[config.mk]
export PLATFORM = sky130hd
export DESIGN_NAME = network_rx_frame_filter
export DESIGN_NICKNAME = d
export VERILOG_FILES = /design/src/rtl/network_rx_frame_filter_pkg.sv /design/src/rtl/network_rx_frame_filter_eth_rx_header_parser.sv /design/src/rtl/network_rx_frame_filter.sv
export SDC_FILE = /design/constraint.sdc
export NUM_CORES = 1
export LEC_CHECK = 0
export BUFFER_PORTS_ARGS = -buffer_cell sky130_fd_sc_hd__buf_2
export CAP_MARGIN = 40
export CORE_MARGIN = 4
export CORE_UTILIZATION = 50
export DETAILED_ROUTE_END_ITERATION = 10
export PLACE_DENSITY = 0.77
export SLEW_MARGIN = 0
export SYNTH_ARGS = -nofsm -noshare
export SYNTH_HDL_FRONTEND = slang
export SYNTH_SLANG_ARGS = --single-unit
[constraint.sdc]
create_clock -name clk -period 6.65 [get_ports clk]
set_input_delay 0.3325 -clock clk [delete_from_list [all_inputs] [get_ports clk]]
set_output_delay 0.3325 -clock clk [all_outputs]
set_load 0.02 [all_outputs]
[src/rtl/network_rx_frame_filter_pkg.sv]
// Shared types and constants for the RX frame filter: bus payload, frame class, FSM states.
package network_rx_frame_filter_pkg;

  localparam int unsigned DATA_W  = 32;
  localparam int unsigned MAC_W   = 48;
  localparam int unsigned PERF_W  = 32;
  localparam int unsigned WCNT_W  = 3;

  localparam logic [WCNT_W-1:0] WORD_SAT = WCNT_W'(4);

  localparam logic [15:0] ETYPE_IPV4 = 16'h0800;
  localparam logic [15:0] ETYPE_ARP  = 16'h0806;
  localparam logic [15:0] ETYPE_IPV6 = 16'h86DD;

  // Muxed Ethernet RX bus word; first byte on the wire is data[31:24].
  typedef struct packed {
    logic              start;
    logic              data_valid;
    logic [2:0]        bytes_valid;
    logic [DATA_W-1:0] data;
    logic              commit;
    logic              drop;
  } eth_rx_bus_t;

  typedef enum logic [1:0] {
    ETH_CLASS_OTHER = 2'd0,
    ETH_CLASS_IPV4  = 2'd1,
    ETH_CLASS_ARP   = 2'd2,
    ETH_CLASS_IPV6  = 2'd3
  } eth_class_e;

  typedef enum logic [1:0] {
    ST_IDLE    = 2'd0,
    ST_HEADER  = 2'd1,
    ST_BODY    = 2'd2,
    ST_DISCARD = 2'd3
  } filt_state_e;

  // Map an EtherType onto a frame class; anything unknown (VLAN included) is OTHER.
  function automatic eth_class_e classify(input logic [15:0] etype);
    case (etype)
      ETYPE_IPV4: return ETH_CLASS_IPV4;
      ETYPE_ARP:  return ETH_CLASS_ARP;
      ETYPE_IPV6: return ETH_CLASS_IPV6;
      default:    return ETH_CLASS_OTHER;
    endcase
  endfunction

endpackage

[src/rtl/network_rx_frame_filter_eth_rx_header_parser.sv]
// Header parser: counts words since start, checks the destination MAC and extracts the EtherType class.
module network_rx_frame_filter_eth_rx_header_parser
  import network_rx_frame_filter_pkg::*;
#(
  parameter bit ALLOW_MULTICAST = 1'b1,
  parameter bit PROMISCUOUS     = 1'b0
) (
  input  logic              clk,
  input  logic              rst_n,
  input  logic              start,
  input  logic              data_valid,
  input  logic [2:0]        bytes_valid,
  input  logic [DATA_W-1:0] data,
  input  logic [MAC_W-1:0]  our_mac,
  output logic              addr_ok,
  output logic [1:0]        frame_class_c,
  output logic              header_done_c
);

  logic [WCNT_W-1:0] word_cnt;
  logic [WCNT_W-1:0] word_idx_c;
  logic [MAC_W-1:0]  mac_q;
  logic [31:0]       mac_hi_c;
  logic              hi_match;
  logic              hi_bcast;
  logic              group_bit;

  // A start word is always word 0, and compares against the MAC as sampled on that cycle.
  assign word_idx_c    = start ? '0 : word_cnt;
  assign mac_hi_c      = start ? our_mac[47:16] : mac_q[47:16];
  assign header_done_c = data_valid && (word_idx_c == WCNT_W'(3)) && (bytes_valid >= 3'd2);
  assign frame_class_c = 2'(classify(data[31:16]));

  // Word counter, MAC latch and the two-word destination address compare.
  always_ff @(posedge clk) begin
    if (!rst_n) begin
      word_cnt  <= '0;
      mac_q     <= '0;
      hi_match  <= 1'b0;
      hi_bcast  <= 1'b0;
      group_bit <= 1'b0;
      addr_ok   <= 1'b0;
    end else begin
      if (start) begin
        mac_q    <= our_mac;
        addr_ok  <= 1'b0;
        word_cnt <= data_valid ? WCNT_W'(1) : '0;
      end else if (data_valid && (word_cnt != WORD_SAT)) begin
        word_cnt <= word_cnt + WCNT_W'(1);
      end

      if (data_valid && (word_idx_c == '0)) begin
        hi_match  <= (data == mac_hi_c);
        hi_bcast  <= (data == 32'hFFFF_FFFF);
        group_bit <= data[24];
      end

      if (data_valid && (word_idx_c == WCNT_W'(1))) begin
        addr_ok <= PROMISCUOUS
                || (hi_match && (data[31:16] == mac_q[15:0]))
                || (hi_bcast && (data[31:16] == 16'hFFFF))
                || (ALLOW_MULTICAST && group_bit);
      end
    end
  end

endmodule

[src/rtl/network_rx_frame_filter.sv]
// RX frame filter: forwards the muxed RX bus with one cycle of latency, turning commit into drop
// for rejected, runt or link-aborted frames, and keeps accept/reject counters.
module network_rx_frame_filter
  import network_rx_frame_filter_pkg::*;
#(
  parameter bit ALLOW_MULTICAST = 1'b1,
  parameter bit PROMISCUOUS     = 1'b0
) (
  input  logic              clk,
  input  logic              rst_n,
  input  logic [MAC_W-1:0]  our_mac,
  input  logic              link_up,
  input  eth_rx_bus_t       rx_bus_in,
  output eth_rx_bus_t       rx_bus_out,
  output logic [1:0]        rx_class,
  output logic              rx_class_valid,
  output logic [PERF_W-1:0] perf_frames_accepted,
  output logic [PERF_W-1:0] perf_frames_rejected
);

  filt_state_e state, state_d;
  eth_rx_bus_t bus_d;
  logic [1:0]  class_d;
  logic        class_valid_d;
  logic        drop_pend, drop_pend_d;
  logic        inc_acc_c;
  logic        rej_old_c;
  logic        rej_cur_c;
  logic        end_drop_c;
  logic        end_commit_c;
  logic        addr_ok;
  logic [1:0]  frame_class_c;
  logic        header_done_c;

  network_rx_frame_filter_eth_rx_header_parser #(
    .ALLOW_MULTICAST (ALLOW_MULTICAST),
    .PROMISCUOUS     (PROMISCUOUS)
  ) u_parser (
    .clk           (clk),
    .rst_n         (rst_n),
    .start         (rx_bus_in.start),
    .data_valid    (rx_bus_in.data_valid),
    .bytes_valid   (rx_bus_in.bytes_valid),
    .data          (rx_bus_in.data),
    .our_mac       (our_mac),
    .addr_ok       (addr_ok),
    .frame_class_c (frame_class_c),
    .header_done_c (header_done_c)
  );

  // Commit together with drop counts as drop.
  assign end_drop_c   = rx_bus_in.drop;
  assign end_commit_c = rx_bus_in.commit && !rx_bus_in.drop;

  // Next state, next output word, class tracking and counter increments.
  always_comb begin
    state_d       = state;
    bus_d         = rx_bus_in;
    class_d       = rx_class;
    class_valid_d = rx_class_valid;
    drop_pend_d   = 1'b0;
    inc_acc_c     = 1'b0;
    rej_old_c     = 1'b0;
    rej_cur_c     = 1'b0;

    if (rx_bus_out.commit || rx_bus_out.drop) begin
      class_valid_d = 1'b0;
    end

    if (rx_bus_in.start) begin
      // A new start closes whatever was open; a frame still owed a drop is counted here instead.
      class_valid_d = 1'b0;
      if ((state == ST_HEADER) || (state == ST_BODY) || ((state == ST_DISCARD) && drop_pend)) begin
        rej_old_c = 1'b1;
      end
      if (!link_up) begin
        state_d      = ST_DISCARD;
        drop_pend_d  = 1'b1;
        bus_d.commit = 1'b0;
        bus_d.drop   = 1'b0;
      end else if (end_commit_c || end_drop_c) begin
        bus_d.commit = 1'b0;
        bus_d.drop   = 1'b1;
        rej_cur_c    = 1'b1;
        state_d      = ST_IDLE;
      end else begin
        state_d = ST_HEADER;
      end
    end else begin
      case (state)
        ST_HEADER, ST_BODY: begin
          if (!link_up) begin
            bus_d.data_valid = 1'b0;
            bus_d.commit     = 1'b0;
            bus_d.drop       = 1'b1;
            rej_cur_c        = 1'b1;
            state_d          = ST_DISCARD;
          end else begin
            if ((state == ST_HEADER) && header_done_c) begin
              class_d       = frame_class_c;
              class_valid_d = 1'b1;
              state_d       = ST_BODY;
            end
            if (end_drop_c) begin
              bus_d.commit = 1'b0;
              rej_cur_c    = 1'b1;
              state_d      = ST_IDLE;
            end else if (end_commit_c) begin
              if (((state == ST_BODY) || header_done_c) && addr_ok) begin
                inc_acc_c = 1'b1;
              end else begin
                bus_d.commit = 1'b0;
                bus_d.drop   = 1'b1;
                rej_cur_c    = 1'b1;
              end
              state_d = ST_IDLE;
            end
          end
        end
        ST_DISCARD: begin
          bus_d.data_valid = 1'b0;
          bus_d.commit     = 1'b0;
          bus_d.drop       = drop_pend;
          rej_cur_c        = drop_pend;
        end
        default: ;
      endcase
    end
  end

  // State, output bus and class registers.
  always_ff @(posedge clk) begin
    if (!rst_n) begin
      state          <= ST_IDLE;
      drop_pend      <= 1'b0;
      rx_bus_out     <= '0;
      rx_class       <= 2'(ETH_CLASS_OTHER);
      rx_class_valid <= 1'b0;
    end else begin
      state          <= state_d;
      drop_pend      <= drop_pend_d;
      rx_bus_out     <= bus_d;
      rx_class       <= class_d;
      rx_class_valid <= class_valid_d;
    end
  end

  // Performance counters, wrapping modulo 2^32.
  always_ff @(posedge clk) begin
    if (!rst_n) begin
      perf_frames_accepted <= '0;
      perf_frames_rejected <= '0;
    end else begin
      perf_frames_accepted <= perf_frames_accepted + PERF_W'(inc_acc_c);
      perf_frames_rejected <= perf_frames_rejected + PERF_W'(rej_old_c) + PERF_W'(rej_cur_c);
    end
  end

endmodule
# [Yosys cells after proc, flatten, opt, wreduce, memory -nomap -nowiden]
# Index checks and enable logic that the tools add are counted.
[totals] mem_bits_ro=0 output_inout_bits=106 reg_bits=164 mem_bits_rw=0 n_memories=0 wordCells=116 latch_bits=0 in_bits=90
[op_classes] eq_ne=14 shifts=0 reduce_logical=28 add_sub_neg=4 mux=49 mul=0 bitwise_logic=2 n_lt_le_gt_ge=1 n_div=0
[ops] operator="$add A32 B1 Y32" n=3
[ops] operator="$eq A16 B12 Y1 const B" n=2
[ops] operator="$eq A16 B16 Y1 const B" n=2
[ops] operator="$eq A32 B32 Y1" n=1
[ops] operator="$eq A32 B32 Y1 const B" n=1
[ops] operator="$mux W32" n=1
[ops] operator="$mux W1" n=28
[ops] operator="$mux W2" n=13
[ops] operator="$eq A16 B16 Y1" n=1
[ops] operator="$logic_and A1 B1 Y1" n=11
[ops] operator="$mux W3" n=3
[ops] operator="$logic_or A1 B1 Y1" n=7
[ops] operator="$pmux W2 S3" n=1
[ops] operator="$reduce_bool A2 Y1" n=3
[ops] operator="$ne A5 B1 Y1 const B" n=1
[ops] operator="$eq A2 B2 Y1 const B" n=2
[ops] operator="$pmux W1 S2" n=2
[ops] operator="$pmux W2 S2" n=1
[ops] operator="$reduce_and A2 Y1" n=2
[ops] operator="$reduce_and A4 Y1" n=1
[ops] operator="$reduce_or A2 Y1" n=2
[ops] operator="$add A3 B1 Y3 const B" n=1
[ops] operator="$eq A3 B1 Y1 const B" n=1
[ops] operator="$eq A3 B2 Y1 const B" n=1
[ops] operator="other kinds (6)" n=7

# [Longest topological paths before layout]
# Gate-level depths: netlist (run 1).
[logic_depth] word_depth=13 mapped_depth=13 mapped_depth_nobuf=13

# [Modules after synthesis]
# From an unflattened synthesis (run 1), not the netlist that was laid out.
[hier_totals] cells_unflattened=769 area_unflattened_um2=7320.8
[by_module_without_submodules] module="network_rx_frame_filter" area_per_inst_um2=4449.3 seq_area_each_um2=2182.1 n_inst=1 cells_each=482
[by_module_without_submodules] module="network_rx_frame_filter_eth_rx_header_parser" area_per_inst_um2=2871.5 seq_area_each_um2=1101.1 n_inst=1 cells_each=287

# [Worst setup path before layout (run 1)]
# No wires, ideal clock.
[synth_timing] path_kind="reg-to-reg" from="register u_parser.word_cnt[2]" to="register perf_frames_rejected[12]" arrival_ns=2.737 t_required_ns=6.522 stages_incl_launch_ff=14 n_path_buf=0 slack_ns=3.786 cell_sequence="dfxtp_1 > nand4bb_1 > nor2_1 > o21ai_0 > a211o_1 > a22oi_1 > o31ai_1 > fa_1 > ha_1 > nand3_1 > nor2_1 > and4_1 > xnor2_1 > nor2_1"
[synth_via] elab_chain_cells=13
[synth_rtl] element="start: declaration" line="network_rx_frame_filter_eth_rx_header_parser.sv:20" rtl="logic [WCNT_W-1:0] word_cnt;"
[synth_rtl] element="start signal: assignment" line="network_rx_frame_filter_eth_rx_header_parser.sv:47" rtl="word_cnt <= data_valid ? WCNT_W'(1) : '0;"
[synth_rtl] element="start signal: assignment" line="network_rx_frame_filter_eth_rx_header_parser.sv:49" rtl="word_cnt <= word_cnt + WCNT_W'(1);"
[synth_rtl] element="$mux W3" line="network_rx_frame_filter_eth_rx_header_parser.sv:29" rtl="assign word_idx_c = start ? '0 : word_cnt;"
[synth_rtl] element="$eq A3 B2 Y1" line="network_rx_frame_filter_eth_rx_header_parser.sv:31" rtl="assign header_done_c = data_valid && (word_idx_c == WCNT_W'(3)) && (bytes_valid >= 3'd2);"
[synth_rtl] element="$logic_and A1 B1 Y1 (2 in series)" line="network_rx_frame_filter_eth_rx_header_parser.sv:31"
[synth_rtl] element="$logic_or A1 B1 Y1" line="network_rx_frame_filter.sv:109" rtl="if (((state == ST_BODY) || header_done_c) && addr_ok) begin"
[synth_rtl] element="$logic_and A1 B1 Y1" line="network_rx_frame_filter.sv:109"
[synth_rtl] element="$mux W1" line="network_rx_frame_filter.sv:109"
[synth_rtl] element="$mux W1" line="network_rx_frame_filter.sv:108" rtl="end else if (end_commit_c) begin"
[synth_rtl] element="$mux W1" line="network_rx_frame_filter.sv:104" rtl="if (end_drop_c) begin"
[synth_rtl] element="$mux W1" line="network_rx_frame_filter.sv:92" rtl="if (!link_up) begin"
[synth_rtl] element="$pmux W1 S2" line="network_rx_frame_filter.sv:90" rtl="case (state)"
[synth_rtl] element="$mux W1" line="network_rx_frame_filter.sv:70" rtl="if (rx_bus_in.start) begin"
[synth_rtl] element="$add A32 B1 Y32" line="network_rx_frame_filter.sv:155" rtl="perf_frames_rejected <= perf_frames_rejected + PERF_W'(rej_old_c) + PERF_W'(rej_cur_c);"
[synth_rtl] element="end signal: assignment" line="network_rx_frame_filter.sv:155"
[synth_rtl] element="end: declaration" line="network_rx_frame_filter.sv:18" rtl="output logic [PERF_W-1:0] perf_frames_rejected"
# Every way passes these cells.
# A chain may end at the register's enable or synchronous reset.

# [Final worst setup path (run 1)]
# Ends and elaborated chain as after synthesis.

==> results of run 1 <==
## power by group
part / switching (mW) / internal (mW)
Sequential: 0.0180 / 1.02
Combinational: 0.126 / 0.0888
Clock: 0.412 / 0.558
## final timing paths
path / start / to / cells after the start
worst min register to register: u_parser.hi_match / u_parser.hi_match / 2
worst min-delay path: rx_bus_in[34] / rx_bus_out[34] / 2
worst max-delay path: u_parser.word_cnt[2] / perf_frames_rejected[12] / 13
worst max register to register: u_parser.word_cnt[2] / perf_frames_rejected[12] / 13
## metal layers
metal  global-route usage [%]  wire length [µm]
met5                        0                 0
met4                     7.78               276
met3                     6.99              1140
met2                     37.2              8480
met1                     25.8              7040
## kinds of logic (layout without fill, tap and decap cells)
logic type                 count (synthesis)  in the layout
muxes                                     49             49
AOI/OAI and AO/OA                         45             45
xor gates and xnor gates                 102            102
DFF                                      164            164
adders and majority gates                 10             10
and+or+nand+nor                          312            312
buffers and inverters                     35            240
## worst register-to-register path: cells and delay by family, from the launching register on
family                   cells  cell delay, ns
AO/OA/AOI/OAI                4            0.83
AND/OR/NAND/NOR              6            1.02
flip-flops                   1            0.35
adder cells (fa/ha/maj)      2            0.79
XOR/XNOR                     1            0.13
## stage by stage
| step | setup WS, ns | cells |
|---|---|---|
| 4_1_cts | 3.40 | 1098 |
| 5_1_grt | 3.01 | 1098 |
| 3_5_place_dp | 3.27 | 1066 |
| 3_3_place_gp | 3.40 | 1066 |
| 2_1_floorplan | 3.79 | 717 |
| 6_report | 3.40 | 1098 |
## state kept, by name, summed over array words and instances, names as in the netlist
signal / cells
u_parser.mac_q: 48
rx_bus_out: 39
perf_frames_accepted: 32
perf_frames_rejected: 32
u_parser.word_cnt: 3
rx_class: 2
state: 2
drop_pend: 1
rx_class_valid: 1
u_parser.addr_ok: 1
u_parser.group_bit: 1
u_parser.hi_bcast: 1
u_parser.hi_match: 1
## synthesized netlist by cell type (2+ instances only)
| cell | instances | area (µm²) |
|---|---|---|
| a211oi_1 | 4 | 30.0 |
| a21oi_1 | 16 | 80.1 |
| a22oi_1 | 2 | 15.0 |
| a31oi_1 | 2 | 12.5 |
| and2_1 | 47 | 294 |
| and3_1 | 6 | 37.5 |
| and3_2 | 3 | 22.5 |
| and4_1 | 6 | 52.6 |
| and4_2 | 2 | 20.0 |
| and4_4 | 2 | 22.5 |
| buf_2 | 3 | 15.0 |
| buf_6 | 3 | 33.8 |
| clkbuf_1 | 18 | 67.6 |
| dfxtp_1 | 164 | 3280 |
| ha_1 | 9 | 113 |
| inv_1 | 10 | 37.5 |
| mux2i_1 | 49 | 490 |
| nand2_1 | 35 | 131 |
| nand3_1 | 28 | 140 |
| nand4_1 | 23 | 144 |
| nand4_4 | 2 | 42.5 |
| nor2_1 | 118 | 443 |
| nor3_1 | 14 | 70.1 |
| nor4_1 | 6 | 37.5 |
| nor4_2 | 2 | 25.0 |
| o21ai_0 | 13 | 65.1 |
| o21ai_1 | 2 | 10.0 |
| or3_1 | 8 | 50.1 |
| xnor2_1 | 49 | 429 |
| xor2_1 | 53 | 464 |
## final cells by class
type / instances / area [µm²]
Sequential cell: 164 / 3280
Fill cell: 1157 / 4800
Clock inverter: 14 / 151
Multi-Input combinational cell: 518 / 3430
Timing Repair Buffer: 198 / 998
Inverter: 10 / 38.8
Clock buffer: 18 / 429
Tap cell: 176 / 220
==> flow_metrics.py, run 1 <==
metrics = {
    "logic_synthesis": {
        "syn_nets": 817,
        "synth_edf_count": 0,
        "synthMuxAreaShare_pct": 7.14,
        "synth-seq-cells": 164,
        "ys.flop_type": "dfxtp_1",
        "ys_seq_area_share_pct": 47.8,
        "avgSynthCellArea_um2": 9.58,
        "syn_area_um2": 6870,
        "ys_async_sr_fraction_pct": 0,
        "synth_compound_area_share_pct": 3.86,
        "yosys_warnings": 0,
        "syn_inst": 717,
        "synth_top_family_by_area": "simple AND/OR/NAND/NOR gates",
        "synth-xor-area-share_pct": 13.0,
        "synthAdderAreaFrac_pct": 1.93,
        "synthSimpleGateAreaFrac_pct": 24.0,
        "synthDistinctLibCells": 48,
    },
    "global_route": {
        "grt_pass1_vias": 5734,
        "antenna_found_initial": 0,
        "gr-total-overflow": 0,
        "track_usage_pct": 21.8,
        "grt_max_degree": 66,
        "grt_pass1_wl_um": 27900,
    },
    "detailed_routing": {
        "routed_wl_um": 16900,
        "vias": 5710,
        "viasPerCell": 5.20,
        "avgRoutedWirePerCell_um": 15.4,
        "drc": 0,
        "first_pass_iters": 4,
        "antenna_left": 0,
        "first_iter_violations": 225,
    },
    "setup_path": {
        "cp.arrival_ns": 3.53,
        "reg2reg_slack_ns": 3.40,
        "timing.critical_path.mode_cell": "nor2_1",
        "path_class": "reg2reg",
        "worstPathBufferInverterCount": 0,
        "cp-end-kind": "flop",
        "cp.required_ns": 6.94,
        "critPathSlowestCell": "fa_1",
        "cp_cell_sequence": "nand4bb_1 > nor2_1 > o21ai_0 > a211o_1 > a22oi_1 > o31ai_1 > fa_1 > ha_1 > nand3_1 > nor2_1 > and4_1 > xnor2_1 > nor2_1",
        "critPathLaunchType": "flop",
        "cp_max_fo": 6,
        "crit_family": "simple AND/OR/NAND/NOR gates",
        "max_stage_delay_ns": 0.50,
    },
    "worst_hold_path": {
        "hold_class": "in2reg",
    },
    "layout": {
        "utilization_pct": 64.0,
        "layout_common_cells": "buf_2, dfxtp_1, nor2_1, xor2_1",
        "stdcell_area_um2": 8550,
        "nets": 1009,
        "areaGrowthSynthToFinish_pct": 24.5,
        "final_common_cell": "buf_2",
        "antenna_cells": 0,
        "drive_above_1_share_pct": 26.7,
    },
    "power_and_ir_drop": {
        "power-per-cell-area_nw_per_um2": 260,
        "vdd_ir_drop_max_mv": 0.190,
        "power.total_mw": 2.22,
        "power_leakage_nw": 3.86,
    },
    "placement": {
        "portBuffers": 195,
        "place_congestion": 0.871,
        "dp_hpwl_um": 12300,
        "placed_area_um2": 7970,
    },
    "clock_tree": {
        "cts_resized": 0,
        "htree_levels": 4,
        "cts.path.max_buffers": 2,
        "cts_setup_buffers": 0,
        "tritoncts": "yes",
        "insertion_delay_ns": 0.43,
        "numCtsBuffers": 17,
        "cts_hold_repair.buffers": 0,
        "cts.sinks": 164,
        "clock-root-buffer": "clkbuf_16",
        "clk_pin_slew_ns": 0.06,
    },
    "job": {
        "maxCapViolations": 0,
    },
    "timing": {
        "setup_viol": 0,
        "finalCritPeriodShare_pct": 48.8,
        "fmax_ghz": 0.308,
        "finalSetupTns_ns": 0,
        "whs_ns": 0.122,
        "max_slew_margin_pct": 44.4,
        "min_period_ns": 3.25,
        "hold_viol": 0,
        "worst_pin_slew_ns": 0.835,
        "slew_violations": 0,
        "rsz0062_at_grt": "no",
        "skew_ns": 0.00788,
    },
    "floorplan": {
        "core_area_um2": 13300,
        "io_pins": 196,
        "die-area_um2": 15700,
        "rows": 42,
        "initial_core_util_pct": 51.5,
        "die_y_um": 125,
        "die_w_um": 125,
    },
    "outcome": {
        "status": "finished, final reports clean",
    },
}
Note: power is estimated with default switching activity, not from simulation.
==> run 2: changes to the inputs <==
- clock period: 6.65 -> 3.2 ns (I/O delays scaled with it)
==> run 2 against run 1 <==
Critical path depth is the same. Worst setup slack got worse by 3.2 ns. Via count rose by 1.1%. Total power increased by 110%. Sequential power is 110% higher. Combinational power up 130%. Sequential share of layout area is 2.0 points lower. Die area is the same. Count of clock-buffer cells in the layout increased by 1. Critical endpoint unchanged. Largest power group unchanged.
==> flow_metrics.py, run 2 (synthesis gave the netlist of run 1 again) <==
metrics = {
    "outcome": {
        "status": "finished, final reports clean",
    },
    "clock_tree": {
        "clock-root-buffer": "clkbuf_16",
        "htree_levels": 4,
        "clk_pin_slew_ns": 0.06,
        "cts.path.max_buffers": 2,
        "cts.sinks": 164,
        "tritoncts": "yes",
        "insertion_delay_ns": 0.42,
        "numCtsBuffers": 17,
    },
    "detailed_routing": {
        "first_iter_violations": 269,
        "viasPerCell": 5.07,
        "avgRoutedWirePerCell_um": 15.3,
        "drc": 0,
        "vias": 5775,
        "routed_wl_um": 17500,
        "antenna_left": 0,
        "first_pass_iters": 4,
    },
    "layout": {
        "areaGrowthSynthToFinish_pct": 31.2,
        "final_common_cell": "buf_2",
        "ff_latch_area_um2": 3280,
        "regMostFlops": "u_parser.mac_q",
        "multi_input_area_um2": 3470,
        "antenna_cells": 0,
        "drive_above_1_share_pct": 27.0,
        "nets": 1049,
        "stdcell_area_um2": 9010,
        "largest_reg_flops": 48,
        "layout_common_cells": "buf_2, dfxtp_1, nor2_1, xor2_1",
        "nFillCells": 1093,
        "largest_registers": "u_parser.mac_q x48, rx_bus_out x39",
    },
    "setup_path": {
        "cp-end-kind": "flop",
        "cp.arrival_ns": 3.27,
        "reg2reg_slack_ns": 0.23,
        "cp.required_ns": 3.50,
        "path_class": "reg2reg",
        "cp_max_fo": 6,
        "critPathLaunchType": "flop",
    },
    "timing": {
        "max_slew_margin_pct": 49.2,
        "hold_viol": 0,
        "setup_ws_ns": 0.229,
        "slew_violations": 0,
        "skew_ns": 0.00569,
        "worst_pin_slew_ns": 0.761,
        "fmax_ghz": 0.337,
        "setup_viol": 0,
        "finalCritPeriodShare_pct": 92.8,
        "min_period_ns": 2.97,
    },
    "placement": {
        "pre_cts_slack_ns": 0.0707,
        "placed_area_um2": 8010,
        "dp_hpwl_um": 12200,
        "place_congestion": 0.814,
        "portBuffers": 195,
    },
    "floorplan": {
        "io_pins": 196,
        "initial_core_util_pct": 51.5,
        "rows": 42,
        "die-area_um2": 15700,
        "die_y_um": 125,
        "die_w_um": 125,
        "core_area_um2": 13300,
    },
    "job": {
        "maxCapViolations": 0,
    },
    "global_route": {
        "gr-total-overflow": 0,
        "grt_pass1_wl_um": 28700,
        "antenna_found_initial": 2,
        "track_usage_pct": 22.4,
        "grt_max_degree": 59,
        "grt_pass1_vias": 5800,
    },
    "worst_hold_path": {
        "hold_class": "in2reg",
    },
    "power_and_ir_drop": {
        "vdd_ir_drop_max_mv": 0.355,
        "power_leakage_nw": 4.04,
        "power-per-cell-area_nw_per_um2": 523,
    },
}
[run 2: area by class of cell]
cell class	instances	share of cell area [%]
timing repair buffer	238	15.5
multi-input combinational	518	38.5
tap	176	2.44
inverter	10	0.430
clock inverter	13	1.74
sequential	164	36.4
clock buffer	19	4.91
[run 2: metrics by stage]
stage / TNS [ns] / utilization, % / total power [mW] / hold slack, ns / std cells
final: 0 / 67.5 / 4.71 / 0.0160 / 1138
after CTS: 0 / 67.1 / 4.75 / 0.00201 / 1137
after detailed placement: 0 / 60.0 / 2.66 / 0.374 / 1070
after global routing: -0.00225 / 67.5 / 4.91 / 0.0244 / 1138
after global placement: 0 / 60.0 / 2.64 / 0.365 / 1070
after floorplan: 0 / - / 2.47 / 0.237 / 717
[run 2: worst paths after layout]
| check | from | end | depth (start not counted) |
|---|---|---|---|
| hold reg to reg | u_parser.hi_match | u_parser.hi_match | 2 |
| hold / removal | our_mac[20] | u_parser.mac_q[20] | 3 |
| setup / recovery | u_parser.word_cnt[0] | perf_frames_rejected[12] | 13 |
| setup reg to reg | u_parser.word_cnt[0] | perf_frames_rejected[12] | 13 |
[run 2: report_power, final]
| group | switching (mW) | internal, mW | leakage, nW |
|---|---|---|---|
| logic | 0.278 | 0.220 | 2.41 |
| clock network | 0.818 | 1.25 | 0.293 |
| registers | 0.0367 | 2.12 | 1.34 |
[run 2: timing repair]
action                                 4_1_cts  5_1_grt
gates resized for setup                      0       10
hold buffers                                35        0
setup buffers                                0        1
setup endpoints to repair                    0       19
endpoints found under the hold margin       35        0
[run 2: worst max-delay path: stages (launching register included)]
cell and delay, ns:
dfxtp_1 0.46, nand4bb_4 0.15, nor2_2 0.16, o21ai_0 0.13, a211o_1 0.32, a22oi_2 0.18
o31ai_1 0.11, fa_1 0.45, ha_2 0.24, nand3_2 0.13, nor2_1 0.07, and4_1 0.22
xnor2_1 0.18, nor2_1 0.06
[run 2: per-layer routing]
layer / vias to the layer above / GRT usage (%) / routed length, µm
met2: 147 / 38.3 / 8740
met5: - / 0 / 26
met3: 28 / 7.12 / 1050
li1: 2894 / - / -
met1: 2702 / 26.6 / 7310
met4: 4 / 8.16 / 328
==> run 3: changes to the inputs <==
- CORE_UTILIZATION: 50 -> 45
- PLACE_DENSITY: 0.77 -> 0.81
- SKIP_LAST_GASP: unset -> 1
==> run 3 against run 2 <==
Worst hold slack worse by 0.0045 ns. Die area increased by 10%. Critical path depth unchanged. Largest power group unchanged.
==> flow_metrics.py, run 3 (synthesis gave the netlist of run 1 again) <==
metrics = {
    "outcome": {
        "status": "finished, final reports clean",
    },
    "setup_path": {
        "cp_cell_sequence": "nand4bb_4 > nor2_2 > o21ai_1 > a211o_1 > a22oi_1 > o31ai_1 > fa_1 > ha_2 > nand3_2 > nor2_1 > and4_1 > xnor2_1 > nor2_1",
        "cp.required_ns": 3.50,
        "critPathLaunchType": "flop",
        "path_class": "reg2reg",
        "critPathSlowestCell": "fa_1",
        "cp_max_fo": 6,
        "max_stage_delay_ns": 0.43,
        "reg2reg_slack_ns": 0.23,
        "cp-end-kind": "flop",
        "timing.critical_path.mode_cell": "nor2_1",
        "cp.arrival_ns": 3.27,
    },
    "floorplan": {
        "io_pins": 196,
        "die_y_um": 132,
        "initial_core_util_pct": 46.5,
        "die-area_um2": 17300,
        "core_area_um2": 14800,
        "die_w_um": 132,
        "rows": 44,
    },
    "timing": {
        "setup_ws_ns": 0.228,
        "skew_ns": 0.00879,
        "slew_violations": 0,
        "max_slew_margin_pct": 44.8,
        "fmax_ghz": 0.337,
        "min_period_ns": 2.97,
        "setup_viol": 0,
        "worst_pin_slew_ns": 0.828,
        "hold_viol": 0,
        "finalCritPeriodShare_pct": 92.9,
    },
    "layout": {
        "antenna_cells": 0,
        "drive_above_1_share_pct": 27.1,
        "nets": 1047,
        "utilization_pct": 60.9,
        "largest_reg_flops": 48,
        "layout_common_cells": "buf_2, dfxtp_1, nor2_1, xor2_1",
        "nFillCells": 1235,
        "final_common_cell": "buf_2",
        "regMostFlops": "u_parser.mac_q",
        "areaGrowthSynthToFinish_pct": 30.9,
        "largest_registers": "u_parser.mac_q x48, rx_bus_out x39",
    },
    "detailed_routing": {
        "drc": 0,
        "vias": 5846,
        "antenna_left": 0,
        "first_iter_violations": 310,
        "first_pass_iters": 5,
        "avgRoutedWirePerCell_um": 15.9,
        "viasPerCell": 5.11,
        "routed_wl_um": 18200,
    },
    "clock_tree": {
        "tritoncts": "yes",
        "cts_setup_buffers": 0,
        "htree_levels": 4,
        "cts.sinks": 164,
        "clock-root-buffer": "clkbuf_16",
        "insertion_delay_ns": 0.42,
        "cts.path.max_buffers": 2,
        "numCtsBuffers": 17,
        "clk_pin_slew_ns": 0.06,
    },
    "placement": {
        "pre_cts_slack_ns": 0.104,
        "dp_hpwl_um": 12600,
        "place_congestion": 0.858,
        "portBuffers": 195,
    },
    "global_route": {
        "grt_pass1_wl_um": 29300,
        "gr-total-overflow": 0,
        "grt_pass1_vias": 5757,
        "grt_max_degree": 53,
        "track_usage_pct": 20.7,
        "antenna_found_initial": 1,
    },
    "power_and_ir_drop": {
        "vdd_ir_drop_max_mv": 0.415,
        "power-per-cell-area_nw_per_um2": 518,
        "power.total_mw": 4.66,
        "power_leakage_nw": 4.06,
    },
    "job": {
        "maxCapViolations": 0,
    },
    "worst_hold_path": {
        "hold_class": "in2reg",
    },
}
## run 3: changes by cell type in the layout (fill, tap and decap cells not counted), sizes merged
cell | before | now
bufinv | 3 | 1
dlygate4sd3 | 35 | 33
inv | 10 | 11
clkbuf | 19 | 22
clkinv | 8 | 6
## run 3: critical path, delay by kind of cell, from the launching register on
family | cells | cell delay (ns)
AOI/OAI and AO/OA | 4 | 0.74
and+or+nand+nor | 6 | 0.93
DFF | 1 | 0.36
xor gates and xnor gates | 1 | 0.14
adders and majority gates | 2 | 0.67
## run 3: where the power goes
part           total (mW)  internal, mW  switching, mW
Sequential           2.15          2.12         0.0357
Combinational       0.497         0.217          0.280
Clock                2.01          1.18          0.832
Total                4.66          3.51           1.15
## run 3: stage by stage
step | area [µm²] | hold slack [ns] | instances | setup TNS [ns]
after floorplan | 6870 | 0.237 | 717 | 0
after global placement | 8020 | 0.365 | 1079 | 0
after detailed placement | 8020 | 0.374 | 1079 | 0
after CTS | 8920 | 0.00292 | 1143 | 0
after global routing | 8990 | 0.00250 | 1144 | -0.0276
final | 8990 | 0.0115 | 1144 | 0
## run 3: area by class of cell
type	count	area, µm²	area share, %
Clock buffer	22	494	5.50
Timing Repair Buffer	236	1370	15.2
Inverter	10	38.8	0.432
Multi-Input combinational cell	518	3480	38.7
Clock inverter	10	95.1	1.06
Tap cell	184	230	2.56
Sequential cell	164	3280	36.5
## run 3: worst paths after layout
kind	from	to	cells past startpoint
worst min-delay path	our_mac[6]	u_parser.mac_q[6]	3
worst max register to register	u_parser.word_cnt[2]	perf_frames_rejected[12]	13
worst min register to register	u_parser.hi_match	u_parser.hi_match	2
worst max-delay path	u_parser.word_cnt[2]	perf_frames_rejected[12]	13
## run 3: timing repair
item | CTS | global route
setup endpoints to repair | 0 | 26
hold endpoints to repair | 32 | 1
gates resized for setup | 0 | 11
hold buffers | 32 | 1
## run 3: routing by layer
layer | vias up | global-route usage [%] | part of all wire [%]
li1 | 2877 | - | -
met1 | 2772 | 23.9 | 41
met4 | 2 | 5.60 | 1.4
met5 | - | 0 | 0.038
met3 | 23 | 7.42 | 6.4
met2 | 172 | 36.3 | 51
